[src/rtl/alu_pkg.sv]
// Shared definitions for the ALU self-test: opcodes, controller states and
// the packed layout of one test vector {a, b, op, exp_res, exp_c, exp_v, exp_z, exp_n}.
package alu_pkg;

  localparam logic [2:0] OP_ADD = 3'b000;
  localparam logic [2:0] OP_SUB = 3'b001;
  localparam logic [2:0] OP_AND = 3'b010;
  localparam logic [2:0] OP_OR  = 3'b011;
  localparam logic [2:0] OP_XOR = 3'b100;
  localparam logic [2:0] OP_SHL = 3'b101;
  localparam logic [2:0] OP_SHR = 3'b110;
  localparam logic [2:0] OP_SLT = 3'b111;

  // Number of distinct vectors stored; indices past this wrap around.
  localparam int ROM_DEPTH = 10;

  typedef enum logic [2:0] {
    ST_IDLE,
    ST_DRIVE,
    ST_SETTLE,
    ST_CHECK,
    ST_DONE
  } bist_state_e;

  // a, b, exp_res are WIDTH bits; op is 3 bits; four flag bits.
  function automatic int vec_w(input int width);
    return 3 * width + 7;
  endfunction

endpackage

[src/rtl/alu_bist_rom.sv]
// Combinational test-vector ROM. Contents are written for a 4-bit ALU: one
// vector per opcode plus the signed-overflow corners for ADD and SUB.
module alu_bist_rom
  import alu_pkg::*;
#(
  parameter int WIDTH   = 4,
  parameter int NUM_VEC = 8
) (
  input  logic [((NUM_VEC > 1) ? $clog2(NUM_VEC) : 1)-1:0] idx,
  output logic [vec_w(WIDTH)-1:0]                          vec
);

  localparam int VW = vec_w(WIDTH);

  function automatic logic [VW-1:0] mk(input logic [3:0] a, input logic [3:0] b,
                                       input logic [2:0] op, input logic [3:0] r,
                                       input logic c, input logic v,
                                       input logic z, input logic n);
    return {WIDTH'(a), WIDTH'(b), op, WIDTH'(r), c, v, z, n};
  endfunction

  always_comb begin
    case (int'(idx) % ROM_DEPTH)
      0:       vec = mk(4'hF, 4'h1, OP_ADD, 4'h0, 1'b1, 1'b0, 1'b1, 1'b0); // add wraps to zero
      1:       vec = mk(4'h5, 4'h5, OP_SUB, 4'h0, 1'b0, 1'b0, 1'b1, 1'b0); // equal operands
      2:       vec = mk(4'hC, 4'hA, OP_AND, 4'h8, 1'b0, 1'b0, 1'b0, 1'b1);
      3:       vec = mk(4'hA, 4'hC, OP_OR,  4'hE, 1'b0, 1'b0, 1'b0, 1'b1);
      4:       vec = mk(4'h6, 4'h3, OP_XOR, 4'h5, 1'b0, 1'b0, 1'b0, 1'b0);
      5:       vec = mk(4'h9, 4'h0, OP_SHL, 4'h2, 1'b0, 1'b0, 1'b0, 1'b0);
      6:       vec = mk(4'h9, 4'h0, OP_SHR, 4'h4, 1'b0, 1'b0, 1'b0, 1'b0);
      7:       vec = mk(4'h3, 4'h7, OP_SLT, 4'h1, 1'b0, 1'b0, 1'b0, 1'b0);
      8:       vec = mk(4'h7, 4'h1, OP_ADD, 4'h8, 1'b0, 1'b1, 1'b0, 1'b1); // +7+1 overflows
      default: vec = mk(4'h8, 4'h1, OP_SUB, 4'h7, 1'b0, 1'b1, 1'b0, 1'b0); // -8-1 overflows
    endcase
  end

endmodule

[src/rtl/alu_bist_ctrl.sv]
// Built-in self-test controller for a combinational ALU: drives each ROM vector,
// waits SETTLE_CYC cycles, compares the ALU outputs and accumulates the verdict.
module alu_bist_ctrl
  import alu_pkg::*;
#(
  parameter int WIDTH      = 4,
  parameter int NUM_VEC    = 8,
  parameter int SETTLE_CYC = 1,
  parameter int CHECK_ZN   = 0
) (
  input  logic                                              clk,
  input  logic                                              rst,
  input  logic                                              start,
  input  logic                                              abort,
  output logic                                              busy,
  output logic                                              done,
  output logic                                              pass,
  output logic [$clog2(NUM_VEC+1)-1:0]                      fail_count,
  output logic [((NUM_VEC > 1) ? $clog2(NUM_VEC) : 1)-1:0]  first_fail_idx,
  output logic [WIDTH-1:0]                                  first_fail_res,
  output logic [WIDTH-1:0]                                  alu_a,
  output logic [WIDTH-1:0]                                  alu_b,
  output logic [2:0]                                        alu_op,
  input  logic [WIDTH-1:0]                                  alu_res,
  input  logic                                              alu_carry,
  input  logic                                              alu_overflow,
  input  logic                                              alu_zero,
  input  logic                                              alu_neg,
  output bist_state_e                                       dbg_state_o
);

  localparam int IW  = (NUM_VEC > 1) ? $clog2(NUM_VEC) : 1;
  localparam int FCW = $clog2(NUM_VEC + 1);
  localparam int SCW = $clog2(SETTLE_CYC + 1);
  localparam int EW  = WIDTH + 4;

  // Handshake: start is a one-cycle request accepted only in IDLE/DONE; there is
  // no ready. done/pass/fail_* are the response and hold until the next start.
  bist_state_e           state_q, state_d;
  logic [IW-1:0]         idx_q, idx_d;
  logic [SCW-1:0]        cnt_q, cnt_d;
  logic [WIDTH-1:0]      a_q, a_d, b_q, b_d;
  logic [2:0]            op_q, op_d;
  logic [EW-1:0]         exp_q, exp_d;
  logic [FCW-1:0]        fc_q, fc_d;
  logic [IW-1:0]         ffi_q, ffi_d;
  logic [WIDTH-1:0]      ffr_q, ffr_d;
  logic                  pass_q, pass_d;

  logic [vec_w(WIDTH)-1:0] rom_vec;
  logic [WIDTH-1:0]      rom_a, rom_b;
  logic [2:0]            rom_op;
  logic [EW-1:0]         rom_exp;
  logic [EW-1:0]         got;
  logic                  mismatch;

  alu_bist_rom #(
    .WIDTH   (WIDTH),
    .NUM_VEC (NUM_VEC)
  ) u_rom (
    .idx (idx_q),
    .vec (rom_vec)
  );

  assign {rom_a, rom_b, rom_op, rom_exp} = rom_vec;
  assign got = {alu_res, alu_carry, alu_overflow, alu_zero, alu_neg};

  // Flags live in the low four bits: {c, v, z, n}.
  assign mismatch = (got[EW-1:2] !== exp_q[EW-1:2]) ||
                    ((CHECK_ZN != 0) && (got[1:0] !== exp_q[1:0]));

  always_comb begin
    state_d = state_q;
    idx_d   = idx_q;
    cnt_d   = cnt_q;
    a_d     = a_q;
    b_d     = b_q;
    op_d    = op_q;
    exp_d   = exp_q;
    fc_d    = fc_q;
    ffi_d   = ffi_q;
    ffr_d   = ffr_q;
    pass_d  = pass_q;
    if (abort) begin
      state_d = ST_IDLE;
      pass_d  = 1'b0;
    end else begin
      case (state_q)
        ST_IDLE, ST_DONE: begin
          if (start) begin
            state_d = ST_DRIVE;
            idx_d   = '0;
            fc_d    = '0;
            ffi_d   = '0;
            ffr_d   = '0;
            pass_d  = 1'b0;
          end
        end
        ST_DRIVE: begin
          a_d     = rom_a;
          b_d     = rom_b;
          op_d    = rom_op;
          exp_d   = rom_exp;
          cnt_d   = '0;
          state_d = ST_SETTLE;
        end
        ST_SETTLE: begin
          if (cnt_q == SCW'(SETTLE_CYC - 1)) state_d = ST_CHECK;
          else                               cnt_d   = cnt_q + SCW'(1);
        end
        ST_CHECK: begin
          if (mismatch) begin
            fc_d = fc_q + FCW'(1);
            if (fc_q == '0) begin
              ffi_d = idx_q;
              ffr_d = alu_res;
            end
          end
          if (idx_q == IW'(NUM_VEC - 1)) begin
            state_d = ST_DONE;
            pass_d  = (fc_d == '0);
          end else begin
            idx_d   = idx_q + IW'(1);
            state_d = ST_DRIVE;
          end
        end
        default: state_d = ST_IDLE;
      endcase
    end
  end

  always_ff @(posedge clk) begin
    if (rst) begin
      state_q <= ST_IDLE;
      idx_q   <= '0;
      cnt_q   <= '0;
      a_q     <= '0;
      b_q     <= '0;
      op_q    <= 3'b000;
      exp_q   <= '0;
      fc_q    <= '0;
      ffi_q   <= '0;
      ffr_q   <= '0;
      pass_q  <= 1'b0;
    end else begin
      state_q <= state_d;
      idx_q   <= idx_d;
      cnt_q   <= cnt_d;
      a_q     <= a_d;
      b_q     <= b_d;
      op_q    <= op_d;
      exp_q   <= exp_d;
      fc_q    <= fc_d;
      ffi_q   <= ffi_d;
      ffr_q   <= ffr_d;
      pass_q  <= pass_d;
    end
  end

  assign busy           = (state_q == ST_DRIVE) || (state_q == ST_SETTLE) || (state_q == ST_CHECK);
  assign done           = (state_q == ST_DONE);
  assign pass           = pass_q;
  assign fail_count     = fc_q;
  assign first_fail_idx = ffi_q;
  assign first_fail_res = ffr_q;
  assign alu_a          = a_q;
  assign alu_b          = b_q;
  assign alu_op         = op_q;
  assign dbg_state_o    = state_q;

endmodule

[config.mk]
export PLATFORM = sky130hd
export DESIGN_NAME = alu_bist_ctrl
export DESIGN_NICKNAME = d
export VERILOG_FILES = /design/src/rtl/alu_pkg.sv /design/src/rtl/alu_bist_rom.sv /design/src/rtl/alu_bist_ctrl.sv
export SDC_FILE = /design/constraint.sdc
export NUM_CORES = 1
export LEC_CHECK = 0
export CAP_MARGIN = 15
export CELL_PAD_IN_SITES_DETAIL_PLACEMENT = 1
export CELL_PAD_IN_SITES_GLOBAL_PLACEMENT = 1
export CORE_ASPECT_RATIO = 1.75
export CORE_MARGIN = 2
export CORE_UTILIZATION = 40
export DETAILED_ROUTE_END_ITERATION = 12
export GPL_ROUTABILITY_DRIVEN = 1
export PLACE_DENSITY_LB_ADDON = 0.1
export SETUP_SLACK_MARGIN = 0.2
export SLEW_MARGIN = 10
export SYNTH_ARGS = -nofsm -noshare
export SYNTH_HDL_FRONTEND = slang
export SYNTH_HIERARCHICAL = 1
export SYNTH_SLANG_ARGS = --single-unit
[constraint.sdc]
create_clock -name clk -period 5.3 [get_ports clk]
set_input_delay 0.53 -clock clk [delete_from_list [all_inputs] [get_ports clk]]
set_output_delay 0.53 -clock clk [all_outputs]
set_load 0.01 [all_outputs]
==> impl_metrics.env, run 1 <==
export IMPL_max_slew_margin_rel_pct=35.8
export IMPL_dp_hpwl_um=3410
export IMPL_synth_nets=234
export IMPL_gp_congestion=0.811
export IMPL_whs_path_depth=2
export IMPL_dr_pass1_iters=4
export IMPL_intPower_uw=386
export IMPL_core_area_um2=4360
export IMPL_core_rowCount=32
export IMPL_critPathLaunchType="input pin"
export IMPL_grt_setup_unrepaired="no"
export IMPL_cts_resized=0
export IMPL_post_cts_buffers=0
export IMPL_port_buffers=37
export IMPL_grt_first_pass_wirelength_um=7690
export IMPL_clock_skew_ps=7.92
export IMPL_layout_drive_gt1_share_pct=5.44
export IMPL_via_count=1562
export IMPL_clock_power_share_pct=38.8
export IMPL_cp_arrival_ps=2460
export IMPL_swShare_pct=23.5
export IMPL_gr_usage_met3_pct=4.19
export IMPL_power_per_cell_area_nw_per_um2=226
export IMPL_cp_required_ps=5490
export IMPL_worst_pin_slew_ps=958
export IMPL_globalRouteMet2Util_pct=39.6
export IMPL_clk_pin_slew_worst_paths_ps=70
export IMPL_synth_cells=211
export IMPL_clk_latency_ps=290
export IMPL_n_antenna_cell=0
export IMPL_syn_area_per_cell_um2=8.48
export IMPL_worstHoldEndpoint="alu_b[3]$_SDFFE_PP0P_"
export IMPL_setup_viol=0
export IMPL_vias_per_cell=5.39
export IMPL_r2r_cells=5
export IMPL_setup_tns_ps=0
export IMPL_ioPinCount=40
export IMPL_hold_buffers=0
export IMPL_seqPwrFrac_pct=53.2
export IMPL_worstSetupPathType="input pin to register"
export IMPL_vdd_drop_max_mv=0.148
export IMPL_seqCellArea_um2=701
export IMPL_drt_iter0_drc=24
export IMPL_startpoint="alu_res[3]"
export IMPL_status="completed"
export IMPL_wl_per_cell_um=16.1
export IMPL_nFillCells=527
export IMPL_nets=262
export IMPL_fin_crit_ps=2270
export IMPL_end_kind="register"
export IMPL_r2r_start="exp_q[3]$_SDFFE_PP0P_"
export IMPL_die_width_um=54.6
export IMPL_hold_viol=0
export IMPL_grt_max_degree=29
export IMPL_grt_use_total_pct=20.9
export IMPL_drc=0
export IMPL_switchingPower_uw=118
export IMPL_layout_commonest_cell="nand2_1"
export IMPL_cts_made_buffers=5
export IMPL_cts_tree="done"
export IMPL_htree_levels=2
export IMPL_cts_sinks=35
export IMPL_path_max_fanout=6
export IMPL_yosys_warnings=6
export IMPL_busiest_layer="met2"
export IMPL_final_max_slew_viol_count=0
export IMPL_syn2layout_area_growth_pct=24.8
export IMPL_grt_use_met1_pct=21.1
export IMPL_combPwrFrac_pct=8.0
export IMPL_drt_total_wl_um=4680
export IMPL_maxCapViolCount=0
export IMPL_fin_util_pct=51.2
export IMPL_start_util_pct=41.0
export IMPL_ctsRootBufferMaster="clkbuf_8"
export IMPL_synth_area_um2=1790
export IMPL_die_area_um2=5040
export IMPL_antenna_found_initial=0
export IMPL_first_global_vias=1643
export IMPL_max_freq_mhz=440
export IMPL_die_h_um=92.5
export IMPL_cts_buffer_depth=2
export IMPL_multiInputGateArea_um2=962
export IMPL_p_leak_uw=0.000833
export IMPL_ant_nets=0
export IMPL_gr_total_overflow=0
export IMPL_min_from="alu_b[3]$_SDFFE_PP0P_"
export IMPL_min_path_type="register to register"
export IMPL_r2r_end="first_fail_res[0]$_SDFFE_PP0P_"
export IMPL_layout_common_cells="nand2_1, clkdlybuf4s50_1, dfxtp_1, a21oi_1, nor2_1"
export IMPL_period_share_pct=42.9
export IMPL_r2r_slack_ps=3410
-- layer usage --
metal  wire (um)  share of wire, %
met3         108               2.3
met1        1770                38
met4          74               1.6
met2        2730                58
met5           0                 0
-- worst max-delay path by stage --
| stage | slack [ps] | to | cells after the start |
|---|---|---|---|
| after global placement | 2660 | pass$_SDFFE_PP0P_ | 5 |
| after detailed placement | 2640 | pass$_SDFFE_PP0P_ | 5 |
| final | 3030 | pass$_SDFFE_PP0P_ | 6 |
| after floorplan | 3460 | first_fail_idx[0]$_SDFFE_PP0P_ | 5 |
| after CTS | 2930 | pass$_SDFFE_PP0P_ | 5 |
| after global routing | 2910 | first_fail_res[0]$_SDFFE_PP0P_ | 6 |
-- power groups by stage --
| stage | combinational [uW] | sequential, uW | clock, uW |
|---|---|---|---|
| 5_1_grt | 44.2 | 268 | 213 |
| 3_5_place_dp | 39.2 | 274 | 0 |
| 6_report | 40.4 | 268 | 195 |
| 3_3_place_gp | 38.2 | 274 | 0 |
| 4_1_cts | 39.6 | 268 | 203 |
| 2_1_floorplan | 22.9 | 274 | 0 |
-- area by class of cell --
class                           instances  share of cell area (%)
Timing Repair Buffer                   38                    17.3
Multi-Input combinational cell        150                    43.1
Inverter                                9                    1.51
Clock buffer                            6                    3.70
Tap cell                               51                    2.86
Clock inverter                          1                   0.224
Sequential cell                        35                    31.4
-- stage by stage --
step                cell area, um^2  hold WS [ps]  setup slack, ps  std cells  power [uW]
global placement               2130           445             2660        282         312
finish                         2230           458             3030        290         504
detailed placement             2130           451             2640        282         313
floorplan                      1790           448             3460        211         296
global route                   2230           485             2910        290         525
CTS                            2220           460             2930        289         510
-- sequential cells by signal (all words and copies together) (netlist names) --
signal / cells
first_fail_res: 4
alu_a: 4
alu_b: 4
dbg_state_o: 3
pass: 1
alu_op: 3
fail_count: 4
exp_q: 6
first_fail_idx: 3
idx_q: 3
-- critical path, cell delays in order --
cell and delay [ps]:
clkdlybuf4s50_1 510, xor2_1 260, nor4_4 110, a2111oi_0 560, xor2_1 180, o31ai_1 310
(Power assumes the default switching activity.)
==> inputs of run 2 (changes only) <==
--- a/config.mk
+++ b/config.mk
@@ -10,7 +10,7 @@
 export CELL_PAD_IN_SITES_GLOBAL_PLACEMENT = 1
 export CORE_ASPECT_RATIO = 1.75
 export CORE_MARGIN = 2
-export CORE_UTILIZATION = 40
+export CORE_UTILIZATION = 37
 export DETAILED_ROUTE_END_ITERATION = 12
 export GPL_ROUTABILITY_DRIVEN = 1
 export PLACE_DENSITY_LB_ADDON = 0.1
==> constraint.sdc (replaced) <==
create_clock -name clk -period 2.1 [get_ports clk]
set_input_delay 0.21 -clock clk [delete_from_list [all_inputs] [get_ports clk]]
set_output_delay 0.21 -clock clk [all_outputs]
set_load 0.01 [all_outputs]
==> run 2 against run 1 <==
Count of clock-buffer cells in the layout up 1; sequential cell count is the same; highest routed layer unchanged; largest cell class unchanged; critical path depth did not move.
==> impl_metrics.env, run 2 (synthesis gave the netlist of run 1 again) <==
export IMPL_clk_latency_ps=290
export IMPL_max_slew_margin_rel_pct=62.6
export IMPL_drt_total_wl_um=4930
export IMPL_placed_cells=295
export IMPL_cts_sinks=35
export IMPL_worstSetupPathType="input pin to register"
export IMPL_cp_required_ps=2280
export IMPL_multiInputGateArea_um2=973
export IMPL_start_util_pct=38.3
export IMPL_holdWs_ps=453
export IMPL_end_kind="register"
export IMPL_min_path_type="register to register"
export IMPL_first_global_vias=1756
export IMPL_ioPinCount=40
export IMPL_cts_made_buffers=5
export IMPL_htree_levels=2
export IMPL_seqCellArea_um2=701
export IMPL_drt_iter0_drc=18
export IMPL_layout_drive_gt1_share_pct=10.4
export IMPL_grt_setup_unrepaired="no"
export IMPL_nFillCells=565
export IMPL_final_max_slew_viol_count=0
export IMPL_hold_buffers=0
export IMPL_fin_crit_ps=1840
export IMPL_fin_ws_ps=257
export IMPL_period_share_pct=87.8
export IMPL_hold_viol=0
export IMPL_nets=273
export IMPL_clock_skew_ps=4.09
export IMPL_largest_reg_flops=6
export IMPL_syn2layout_area_growth_pct=29.4
export IMPL_vdd_drop_max_mv=0.320
export IMPL_cts_tree="done"
export IMPL_critical_path_slowest_cell="a2111oi_2"
export IMPL_cp_cell_sequence="clkdlybuf4s50_1 > xor2_1 > nor4_4 > a2111oi_2 > xor2_1 > a32o_1"
export IMPL_layout_commonest_cell="nand2_1"
export IMPL_via_count=1638
export IMPL_ant_nets=0
export IMPL_dr_pass1_iters=4
export IMPL_fin_cells=303
export IMPL_max_freq_mhz=543
export IMPL_cp_arrival_ps=2020
export IMPL_grt_max_degree=18
export IMPL_die_h_um=96.0
export IMPL_r2r_cells=5
export IMPL_p_leak_uw=0.000880
export IMPL_maxCapViolCount=0
export IMPL_stdcell_area_um2=2310
export IMPL_die_width_um=56.6
export IMPL_dpl_cell_area_um2=2220
export IMPL_cts_buffer_depth=2
export IMPL_dp_hpwl_um=3770
export IMPL_core_rowCount=33
export IMPL_gp_congestion=0.868
export IMPL_layout_common_cells="nand2_1, clkdlybuf4s50_1, dfxtp_1, a21oi_1"
export IMPL_port_buffers=37
export IMPL_critPathLaunchType="input pin"
export IMPL_antenna_found_initial=0
export IMPL_core_area_um2=4670
export IMPL_power_per_cell_area_nw_per_um2=545
export IMPL_crit_path_max_incr_delay_ps=550
export IMPL_crit_path_frequent_cell="xor2_1"
export IMPL_ctsRootBufferMaster="clkbuf_8"
export IMPL_worst_pin_slew_ps=562
export IMPL_top_register="exp_q"
export IMPL_dp_slack_ps=-224
export IMPL_clk_pin_slew_worst_paths_ps=70
export IMPL_grt_first_pass_wirelength_um=8140
export IMPL_power_uw=1260
export IMPL_wl_per_cell_um=16.3
export IMPL_path_max_fanout=3
export IMPL_n_antenna_cell=0
export IMPL_status="completed"
export IMPL_drc=0
export IMPL_setup_viol=0
export IMPL_vias_per_cell=5.41
export IMPL_die_area_um2=5430
export IMPL_grt_use_total_pct=19.2
export IMPL_gr_total_overflow=0
export IMPL_whs_path_depth=2
-- run 2: changes by cell type in the layout (fill, tap and decap cells not counted), sizes merged --
cell    delta
buf       +11
clkbuf     +1
-- run 2: layer usage --
layer | GRT usage, % | vias to the layer above | wire length (um)
li1 | - | 787 | -
met1 | 18.8 | 807 | 1820
met2 | 38.0 | 33 | 2820
met3 | 3.09 | 11 | 145
met4 | 9.13 | 0 | 146
met5 | 0 | - | 0
-- run 2: path summary, 6_finish.rpt --
| check | slack, ps | endpoint | startpoint |
|---|---|---|---|
| worst max register to register | 320 | fail_count[3]$_SDFFE_PP0P_ | exp_q[7]$_SDFFE_PP0P_ |
| worst min register to register | 450 | alu_op[2]$_SDFFE_PP0P_ | alu_op[2]$_SDFFE_PP0P_ |
| worst max-delay path | 260 | fail_count[3]$_SDFFE_PP0P_ | alu_res[3] |
| worst min-delay path | 450 | alu_op[2]$_SDFFE_PP0P_ | alu_op[2]$_SDFFE_PP0P_ |
-- run 2: layout make-up --
cell class / count / share of cell area (%)
clock buffers: 7 / 3.30
clock inverters: 1 / 0.216
inverters: 9 / 1.46
multi-input cells: 150 / 42.1
flip-flops and latches: 35 / 30.3
well taps: 52 / 2.81
repair buffers: 49 / 19.9
-- run 2: metrics by stage --
step | setup TNS [ps] | util, %
5_1_grt | 0 | 49.6
3_5_place_dp | -435 | 47.6
3_3_place_gp | 0 | 47.6
4_1_cts | 0 | 49.5
2_1_floorplan | 0 | -
6_report | 0 | 49.6
-- run 2: power by group --
group / internal (uW) / switching (uW) / leakage (uW) / total, uW
logic: 56.1 / 59.3 / 0.000555 / 115
registers: 670 / 6.68 / 0.000282 / 676
clock network: 233 / 237 / 0.0000422 / 469
total: 959 / 303 / 0.000880 / 1260
-- run 2: critical path: cells and delay by family --
family                 cells  cell delay (ps)
AO/OA/AOI/OAI              2              800
XOR/XNOR                   2              420
buffers and inverters      1              500
AND/OR/NAND/NOR            1              110
-- run 2: repair_timing --
| item | 4_1_cts | 5_1_grt |
|---|---|---|
| buffers inserted | 0 | 0 |
| endpoints found under the setup margin | 2 | 8 |
| gates resized for setup | 2 | 2 |
==> inputs of run 3 (changes only) <==
--- a/config.mk
+++ b/config.mk
@@ -9,10 +9,11 @@
 export CELL_PAD_IN_SITES_DETAIL_PLACEMENT = 1
 export CELL_PAD_IN_SITES_GLOBAL_PLACEMENT = 1
 export CORE_ASPECT_RATIO = 1.75
-export CORE_MARGIN = 2
+export CORE_MARGIN = 4
 export CORE_UTILIZATION = 37
 export DETAILED_ROUTE_END_ITERATION = 12
 export GPL_ROUTABILITY_DRIVEN = 1
+export HOLD_SLACK_MARGIN = 0.02
 export PLACE_DENSITY_LB_ADDON = 0.1
 export SETUP_SLACK_MARGIN = 0.2
 export SLEW_MARGIN = 10
==> run 3 against run 2 <==
Global-route usage decreased by 1.6 points; fmax increased by 2.5%; clock power increased by 9.0%; largest cell class unchanged; via count decreased by 1.1%; design area increased by 0.49%; die area increased by 12%; core utilization increased by 0.24 points; setup slack improved by 46 ps; highest routed layer unchanged; count of clock-buffer cells in the layout unchanged.
==> impl_metrics.env, run 3 (synthesis gave the netlist of run 1 again) <==
export IMPL_layout_commonest_cell="nand2_1"
export IMPL_cts_tree="done"
export IMPL_setup_tns_ps=0
export IMPL_crit_path_max_incr_delay_ps=550
export IMPL_combPwrFrac_pct=8.8
export IMPL_layout_common_cells="nand2_1, clkdlybuf4s50_1, dfxtp_1, a21oi_1, nor2_1"
export IMPL_grt_first_pass_wirelength_um=8150
export IMPL_cts_buffer_depth=2
export IMPL_vias_per_cell=5.35
export IMPL_cp_cell_sequence="nor2_1 > and2_1 > clkdlybuf4s50_1"
export IMPL_cp_required_ps=1890
export IMPL_cts_made_buffers=5
export IMPL_clk_pin_slew_worst_paths_ps=70
export IMPL_switchingPower_uw=308
export IMPL_core_area_um2=4670
export IMPL_max_freq_mhz=556
export IMPL_clock_skew_ps=5.31
export IMPL_dpl_cell_area_um2=2220
export IMPL_gp_congestion=0.870
export IMPL_dr_pass1_iters=4
export IMPL_top_register="exp_q"
export IMPL_stdcell_area_um2=2330
export IMPL_drt_iter0_drc=60
export IMPL_largest_reg_flops=6
export IMPL_wl_per_cell_um=16.4
export IMPL_layout_drive_gt1_share_pct=10.4
export IMPL_intPower_uw=994
export IMPL_maxCapViolCount=0
export IMPL_drc=0
export IMPL_first_global_vias=1722
export IMPL_critical_path_slowest_cell="dfxtp_1"
export IMPL_grt_setup_unrepaired="yes"
export IMPL_dp_slack_ps=-104
export IMPL_n_antenna_cell=0
export IMPL_ctsRootBufferMaster="clkbuf_8"
export IMPL_max_slew_margin_rel_pct=60.2
export IMPL_worst_pin_slew_ps=598
export IMPL_die_h_um=100
export IMPL_core_rowCount=33
export IMPL_nets=273
export IMPL_status="completed"
export IMPL_path_max_fanout=10
export IMPL_min_path_type="register to register"
export IMPL_r2r_slack_ps=360
export IMPL_swShare_pct=23.6
export IMPL_grt_max_degree=18
export IMPL_power_per_cell_area_nw_per_um2=560
export IMPL_fin_util_pct=49.9
export IMPL_setup_viol=0
export IMPL_p_leak_uw=0.000886
export IMPL_critPathLaunchType="register"
export IMPL_clk_latency_ps=290
export IMPL_vdd_drop_max_mv=0.397
export IMPL_dp_hpwl_um=3850
export IMPL_fin_crit_ps=1800
export IMPL_clock_power_share_pct=39.2
export IMPL_cts_sinks=35
export IMPL_hold_viol=0
export IMPL_r2r_cells=6
export IMPL_grt_use_total_pct=17.6
export IMPL_period_share_pct=85.6
export IMPL_cp_arrival_ps=1590
export IMPL_syn2layout_area_growth_pct=30.0
export IMPL_post_cts_buffers=0
export IMPL_whs_path_depth=2
export IMPL_die_width_um=60.6
export IMPL_die_area_um2=6060
export IMPL_gr_total_overflow=0
export IMPL_seqPwrFrac_pct=52.0
export IMPL_ant_nets=0
export IMPL_worstSetupPathType="register to output port"
export IMPL_power_uw=1300
export IMPL_final_max_slew_viol_count=0
export IMPL_nFillCells=543
export IMPL_end_kind="output port"
export IMPL_hold_buffers=0
export IMPL_drt_total_wl_um=4980
export IMPL_htree_levels=2
export IMPL_antenna_found_initial=0
export IMPL_start_util_pct=38.3
export IMPL_via_count=1620
export IMPL_ioPinCount=40
export IMPL_fin_ws_ps=302
export IMPL_port_buffers=37
run 3: power by group through the flow:
| stage | registers, uW | logic [uW] | clock network [uW] |
|---|---|---|---|
| final | 676 | 115 | 511 |
| after detailed placement | 692 | 114 | 0 |
| after global placement | 691 | 110 | 0 |
| after CTS | 676 | 115 | 538 |
| after global routing | 677 | 125 | 564 |
| after floorplan | 690 | 57.8 | 0 |
run 3: worst paths after layout:
kind / endpoint / start
max: done / dbg_state_o[1]$_SDFFE_PP0P_
min reg2reg: alu_b[1]$_SDFFE_PP0P_ / alu_b[1]$_SDFFE_PP0P_
min: alu_b[1]$_SDFFE_PP0P_ / alu_b[1]$_SDFFE_PP0P_
max reg2reg: fail_count[2]$_SDFFE_PP0P_ / exp_q[6]$_SDFFE_PP0P_
run 3: per-stage QoR:
step	hold slack [ps]	std cells
final	462	303
after global routing	489	303
after floorplan	336	211
after detailed placement	457	295
after CTS	468	303
after global placement	443	295
run 3: layout make-up:
cell class	instances	area [um^2]	area share, %
Timing Repair Buffer	49	460	19.8
Inverter	9	33.8	1.45
Tap cell	52	65.1	2.80
Clock buffer	7	86.3	3.71
Sequential cell	35	701	30.1
Clock inverter	1	8.76	0.377
Multi-Input combinational cell	150	971	41.7
run 3: worst max-delay path, delay by kind of cell, from the launching register on:
| kind | cells | cell delay (ps) |
|---|---|---|
| AND/OR/NAND/NOR | 2 | 270 |
| flip-flops | 1 | 550 |
| buffers and inverters | 1 | 470 |
run 3: timing repair:
item                                   in CTS  in global routing
setup endpoints to repair                   1                  9
resized for setup                           1                  2
endpoints found under the hold margin       0                  0
pin swaps                                   0                  0
run 3: routing by layer:
layer / global-route usage (%) / vias to the layer above / wire (um)
met1: 18.3 / 788 / 1900
met5: 0 / - / 0
met2: 32.5 / 31 / 2830
li1: - / 790 / -
met4: 7.35 / 0 / 112
met3: 3.47 / 11 / 131
